--- src/rtl/i2c_slave_regfile.sv ---
// I2C target with an internal byte register file.
// SCL/SDA are synchronised into the clk domain and oversampled, and are never used as clocks.
// Supports multi-byte bursts with pointer auto-increment and wrap, repeated START,
// NACK of a foreign device address or an out-of-range register index, and a write-notify strobe.
//
// wr_stb/wr_addr/wr_data handshake: wr_stb is a valid-only strobe with no ready. It is high for
// exactly one clk per committed byte, and wr_addr/wr_data are meaningful only in that clk.
// The consumer must take the byte in that cycle; there is no back-pressure.
module i2c_slave_regfile #(
  parameter logic [6:0] SLAVE_ADDR  = 7'h50,
  parameter int         NUM_REGS    = 16,
  parameter int         SYNC_STAGES = 2,
  parameter logic [7:0] RESET_VAL   = 8'h00
) (
  input  logic       clk,
  input  logic       rst,
  input  logic       scl_i,
  input  logic       sda_i,
  output logic       sda_oe,
  output logic       busy,
  output logic       wr_stb,
  output logic [7:0] wr_addr,
  output logic [7:0] wr_data,
  output logic [3:0] dbg_state
);

  localparam int         IDX_W      = (NUM_REGS > 1) ? $clog2(NUM_REGS) : 1;
  localparam logic [8:0] NUM_REGS_W = 9'(NUM_REGS);
  localparam logic [7:0] LAST_PTR   = 8'(NUM_REGS - 1);

  typedef enum logic [3:0] {
    S_IDLE      = 4'd0,
    S_ADDR      = 4'd1,
    S_ADDR_ACK  = 4'd2,
    S_REG       = 4'd3,
    S_REG_ACK   = 4'd4,
    S_WDATA     = 4'd5,
    S_WDATA_ACK = 4'd6,
    S_RDATA     = 4'd7,
    S_RACK      = 4'd8,
    S_IGNORE    = 4'd9
  } state_t;

  logic [SYNC_STAGES-1:0] scl_sync_q;
  logic [SYNC_STAGES-1:0] sda_sync_q;
  logic                   scl_prev_q;
  logic                   sda_prev_q;

  state_t     state_q;
  logic [2:0] cnt_q;
  logic [7:0] shift_q;
  logic [7:0] ptr_q;
  logic       rw_q;
  logic [7:0] regs_q [NUM_REGS];

  logic             scl_s;
  logic             sda_s;
  logic             scl_rise;
  logic             scl_fall;
  logic             start_det;
  logic             stop_det;
  logic [7:0]       byte_d;
  logic [2:0]       cnt_d;
  logic [7:0]       ptr_next_d;
  logic [IDX_W-1:0] rd_idx;
  logic             in_range;

  assign scl_s      = scl_sync_q[SYNC_STAGES-1];
  assign sda_s      = sda_sync_q[SYNC_STAGES-1];
  assign scl_rise   = scl_s & ~scl_prev_q;
  assign scl_fall   = ~scl_s & scl_prev_q;
  // Conditions only look at the current SCL level so a coincident SCL edge cannot mask them.
  assign start_det  = scl_s & sda_prev_q & ~sda_s;
  assign stop_det   = scl_s & ~sda_prev_q & sda_s;
  assign byte_d     = {shift_q[6:0], sda_s};
  assign cnt_d      = cnt_q - 3'd1;
  assign ptr_next_d = (ptr_q == LAST_PTR) ? 8'd0 : ptr_q + 8'd1;
  assign rd_idx     = ptr_q[IDX_W-1:0];
  assign in_range   = ({1'b0, byte_d} < NUM_REGS_W);
  assign dbg_state  = state_q;

  // Synchronisers plus one history flop per line; all load 1 so reset looks like an idle bus.
  always_ff @(posedge clk) begin
    if (rst) begin
      scl_sync_q <= '1;
      sda_sync_q <= '1;
      scl_prev_q <= 1'b1;
      sda_prev_q <= 1'b1;
    end else begin
      scl_sync_q <= {scl_sync_q[SYNC_STAGES-2:0], scl_i};
      sda_sync_q <= {sda_sync_q[SYNC_STAGES-2:0], sda_i};
      scl_prev_q <= scl_s;
      sda_prev_q <= sda_s;
    end
  end

  // Protocol FSM, register file and registered outputs.
  // Bits are taken on SCL rise; sda_oe is only updated on SCL fall, so SDA never moves while SCL is high.
  always_ff @(posedge clk) begin
    if (rst) begin
      state_q <= S_IDLE;
      cnt_q   <= 3'd7;
      shift_q <= 8'd0;
      ptr_q   <= 8'd0;
      rw_q    <= 1'b0;
      sda_oe  <= 1'b0;
      busy    <= 1'b0;
      wr_stb  <= 1'b0;
      wr_addr <= 8'd0;
      wr_data <= 8'd0;
      for (int i = 0; i < NUM_REGS; i++) regs_q[i] <= RESET_VAL;
    end else begin
      wr_stb <= 1'b0;
      if (start_det) begin
        // START or repeated START: any partial byte is dropped.
        state_q <= S_ADDR;
        cnt_q   <= 3'd7;
        sda_oe  <= 1'b0;
      end else if (stop_det) begin
        state_q <= S_IDLE;
        cnt_q   <= 3'd7;
        busy    <= 1'b0;
        sda_oe  <= 1'b0;
      end else begin
        case (state_q)
          S_IDLE: begin
            sda_oe <= 1'b0;
          end
          S_ADDR: begin
            if (scl_fall) sda_oe <= 1'b0;
            if (scl_rise) begin
              shift_q <= byte_d;
              cnt_q   <= cnt_d;
              if (cnt_q == 3'd0) begin
                if (byte_d[7:1] == SLAVE_ADDR) begin
                  state_q <= S_ADDR_ACK;
                  rw_q    <= byte_d[0];
                  busy    <= 1'b1;
                end else begin
                  state_q <= S_IGNORE;
                  busy    <= 1'b0;
                end
              end
            end
          end
          S_ADDR_ACK: begin
            if (scl_fall) sda_oe <= 1'b1;
            if (scl_rise) begin
              cnt_q <= 3'd7;
              if (rw_q) begin
                shift_q <= regs_q[rd_idx];
                state_q <= S_RDATA;
              end else begin
                state_q <= S_REG;
              end
            end
          end
          S_REG: begin
            if (scl_fall) sda_oe <= 1'b0;
            if (scl_rise) begin
              shift_q <= byte_d;
              cnt_q   <= cnt_d;
              if (cnt_q == 3'd0) begin
                if (in_range) begin
                  ptr_q   <= byte_d;
                  state_q <= S_REG_ACK;
                end else begin
                  // Leaving SDA released during the ACK slot is the NACK.
                  state_q <= S_IGNORE;
                  busy    <= 1'b0;
                end
              end
            end
          end
          S_REG_ACK, S_WDATA_ACK: begin
            if (scl_fall) sda_oe <= 1'b1;
            if (scl_rise) begin
              cnt_q   <= 3'd7;
              state_q <= S_WDATA;
            end
          end
          S_WDATA: begin
            if (scl_fall) sda_oe <= 1'b0;
            if (scl_rise) begin
              shift_q <= byte_d;
              cnt_q   <= cnt_d;
              if (cnt_q == 3'd0) begin
                regs_q[rd_idx] <= byte_d;
                wr_stb         <= 1'b1;
                wr_addr        <= ptr_q;
                wr_data        <= byte_d;
                ptr_q          <= ptr_next_d;
                state_q        <= S_WDATA_ACK;
              end
            end
          end
          S_RDATA: begin
            if (scl_fall) sda_oe <= ~shift_q[7];
            if (scl_rise) begin
              shift_q <= {shift_q[6:0], 1'b0};
              cnt_q   <= cnt_d;
              if (cnt_q == 3'd0) begin
                ptr_q   <= ptr_next_d;
                state_q <= S_RACK;
              end
            end
          end
          S_RACK: begin
            if (scl_fall) sda_oe <= 1'b0;
            if (scl_rise) begin
              if (!sda_s) begin
                shift_q <= regs_q[rd_idx];
                cnt_q   <= 3'd7;
                state_q <= S_RDATA;
              end else begin
                state_q <= S_IGNORE;
                busy    <= 1'b0;
              end
            end
          end
          S_IGNORE: begin
            if (scl_fall) sda_oe <= 1'b0;
          end
          default: begin
            state_q <= S_IDLE;
            sda_oe  <= 1'b0;
            busy    <= 1'b0;
          end
        endcase
      end
    end
  end

endmodule
--- config.mk ---
export PLATFORM = sky130hd
export DESIGN_NAME = i2c_slave_regfile
export DESIGN_NICKNAME = d
export VERILOG_FILES = /design/src/rtl/i2c_slave_regfile.sv
export SDC_FILE = /design/constraint.sdc
export NUM_CORES = 1
export LEC_CHECK = 0
export CORE_MARGIN = 2
export CORE_UTILIZATION = 50
export CTS_CLUSTER_SIZE = 24
export DETAILED_ROUTE_END_ITERATION = 8
export PLACE_DENSITY = 0.7
export SYNTH_ARGS = -nofsm -noshare
export SYNTH_HDL_FRONTEND = slang
export SYNTH_SLANG_ARGS = --single-unit
export TNS_END_PERCENT = 50
--- constraint.sdc ---
create_clock -name clk -period 6.7 [get_ports clk]
set_clock_uncertainty 0.2 [all_clocks]
set_input_delay 1.34 -clock clk [delete_from_list [all_inputs] [get_ports clk]]
set_output_delay 1.34 -clock clk [all_outputs]
set_load 0.05 [all_outputs]
==> results.cfg <==
[die]
start_util_pct = 50.7
fp.dieW_um = 139
design.die.area_um2 = 19200
io_pins = 27
num_rows = 49
core-area_um2 = 17900
dieHeight_um = 139

[setup_path]
arrival_ns = 3.69
critical_path.max_fanout = 60
crit_path_end_kind = flop
start_kind = flop
crit_type = reg -> reg
worstPathRequired_ns = 6.64

[yosys]
async_flop_share_pct = 0
netlist-cell-type-count = 64
yosysSeqAreaShare_pct = 54.0
synth_edf_count = 128
yosysWarnings = 0
synth_fp_nets = 757
avgSynthCellArea_um2 = 12.2
synthCells = 747
ys_seq_elements = 181
syn_area_um2 = 9080
synthFlopType = edfxtp_1

[grt]
grt_use_total_pct = 23.4
antenna_found_initial = 0
first_global_vias = 5915
grt_max_degree = 61
grt_pass1_wl_um = 34600
grt_overflow = 0

[clock_tree]
cts_buffers = 17
ctsRootBufferMaster = clkbuf_16
cts_sinks = 181
cts_buffer_depth = 2
hold_buffers = 0
post_cts_buffers = 0
cts.clk_slew.worst_paths_ns = 0.07
cts_max_level = 4
cts_tree = yes
clk_latency_ns = 0.44
post_cts_resized = 0

[placement]
dpl-instance-area_um2 = 9370
place_hpwl_um = 14400
gp_congestion = 0.875
dpl.cell_count = 943
io_buffers = 26

[power]
combinationalPowerShare_pct = 3.2
total_switching_power_w = 0.000550
p_clk_share_pct = 43.8
cellPowerDensity_nw_per_um2 = 237
intPower_w = 0.00182
ir_drop_v = 0.000188
power_leakage_nw = 3.06
seq_power_share_pct = 53.0
switching_share_pct = 23.2

[cells_and_area]
final_cell_mix = edfxtp_1, and2_1, nand2_1, nor4_2, dfxtp_1
nNetsFinal = 743
multi_input_area_um2 = 3750
drive_above_1_share_pct = 21.4
fillers = 1458
layout.cells.non_filler = 975
area_growth_pct = 9.99
regArea_um2 = 4910
final_cell_area_um2 = 9980
diodes = 0
final_common_cell = edfxtp_1

[sta]
fmax_mhz = 267
hold_viol = 0
finalSetupViolCount = 0
tightest_slew_ns = 1.15
setup_tns_ns = 0
finalCritPeriodShare_pct = 55.9
slew_headroom_pct = 22.9
rsz0062_at_grt = no
drv_slew = 0
min_period_ns = 3.75

[route]
drc = 0
dr.pass1.iters = 5
wl_um = 22000
vias = 6171
drtAntennaViolNets = 0
drtIter0Drc = 714
wl_per_cell_um = 22.5
viasPerCell = 6.33

[worst_hold_path]
hold_path_class = reg -> reg

[run]
max-cap-violations = 0

[run_status]
status = complete, no violations
[registers in the layout, indices dropped and copies added (netlist names), named ones only]
signal	count
sda_prev_q	1
regs_q	128
scl_sync_q	2
busy	1
sda_oe	1
ptr_q	8
wr_data	8
wr_stb	1
sda_sync_q	2
rw_q	1
wr_addr	8
shift_q	8
cnt_q	3
dbg_state	4
scl_prev_q	1
[cell families after synthesis]
logic type,after synthesis,synth area share [%]
fa+ha+maj,6,0.827
mux,48,8.63
xor+xnor,1,0.0965
simple gates,303,23.4
compound gates,114,8.35
flops,181,54.0
buf+inv,94,4.69
[worst max-delay path: stages (launching register included)]
cell and delay (ns):
dfxtp_1 0.31, buf_4 0.37, xor2_1 0.17, or3_4 0.43
or3_4 0.69, buf_4 0.44, nor4_4 0.45, or2_2 0.31
[worst paths after layout]
path / startpoint / endpoint / slack [ns] / depth (start not counted)
worst min-delay path: scl_sync_q[0] / scl_sync_q[1] / 0.22 / 1
worst min register to register: scl_sync_q[0] / scl_sync_q[1] / 0.22 / 1
worst max register to register: sda_sync_q[1] / regs_q[2][2] / 2.95 / 7
worst max-delay path: sda_sync_q[1] / regs_q[2][2] / 2.95 / 7
[power by group through the flow]
stage	combinational [W]	sequential [W]	clock, W
after floorplan	0.0000542	0.00127	0
after global placement	0.0000721	0.00128	0
after detailed placement	0.0000743	0.00128	0
after CTS	0.0000746	0.00125	0.00105
after global routing	0.0000804	0.00126	0.00109
final	0.0000755	0.00125	0.00104
[Yosys cell counts (all sizes together), types with 6 or more instances]
| library cell | number | area, um^2 |
|---|---|---|
| clkbuf | 52 | 195 |
| buf | 19 | 144 |
| nand2 | 57 | 214 |
| a221oi | 7 | 61.3 |
| a21oi | 37 | 185 |
| ha | 6 | 75.1 |
| dfxtp | 53 | 1060 |
| or2 | 22 | 138 |
| mux2i | 22 | 220 |
| nor2b | 8 | 50.1 |
| nand2b | 8 | 50.1 |
| nor4 | 65 | 781 |
| nor3 | 17 | 115 |
| o21ai | 18 | 90.1 |
| inv | 22 | 82.6 |
| nor2 | 18 | 67.6 |
| and2 | 70 | 438 |
| mux4 | 24 | 541 |
| nand3 | 9 | 45.0 |
| or3 | 7 | 53.8 |
| edfxtp | 128 | 3840 |
| a211oi | 7 | 52.6 |
[area by class of cell]
| type | instances | area share [%] |
|---|---|---|
| clock buffer | 19 | 4.54 |
| clock inverter | 13 | 1.60 |
| inverter | 23 | 0.865 |
| multi-input combinational | 472 | 37.5 |
| sequential | 181 | 49.1 |
| tap | 229 | 2.87 |
| timing repair buffer | 38 | 3.46 |
[per-layer routing]
layer / track usage, % / vias to the layer above / part of all wire [%]
met3: 4.80 / 44 / 6.0
met2: 37.2 / 239 / 48
met5: 0 / - / 0
met1: 32.0 / 3116 / 44
li1: - / 2772 / -
met4: 8.77 / 0 / 2.5
[metrics by stage]
stage	hold slack, ns	util, %	setup WS, ns	power (W)
6_report	0.218	55.8	2.95	0.00237
5_1_grt	0.236	55.8	2.77	0.00243
3_3_place_gp	0.196	52.3	3.12	0.00135
3_5_place_dp	0.202	52.3	3.00	0.00135
2_1_floorplan	0.189	-	3.64	0.00132
4_1_cts	0.216	55.8	2.99	0.00237
No activity file was read; power rests on OpenSTA's default activity.
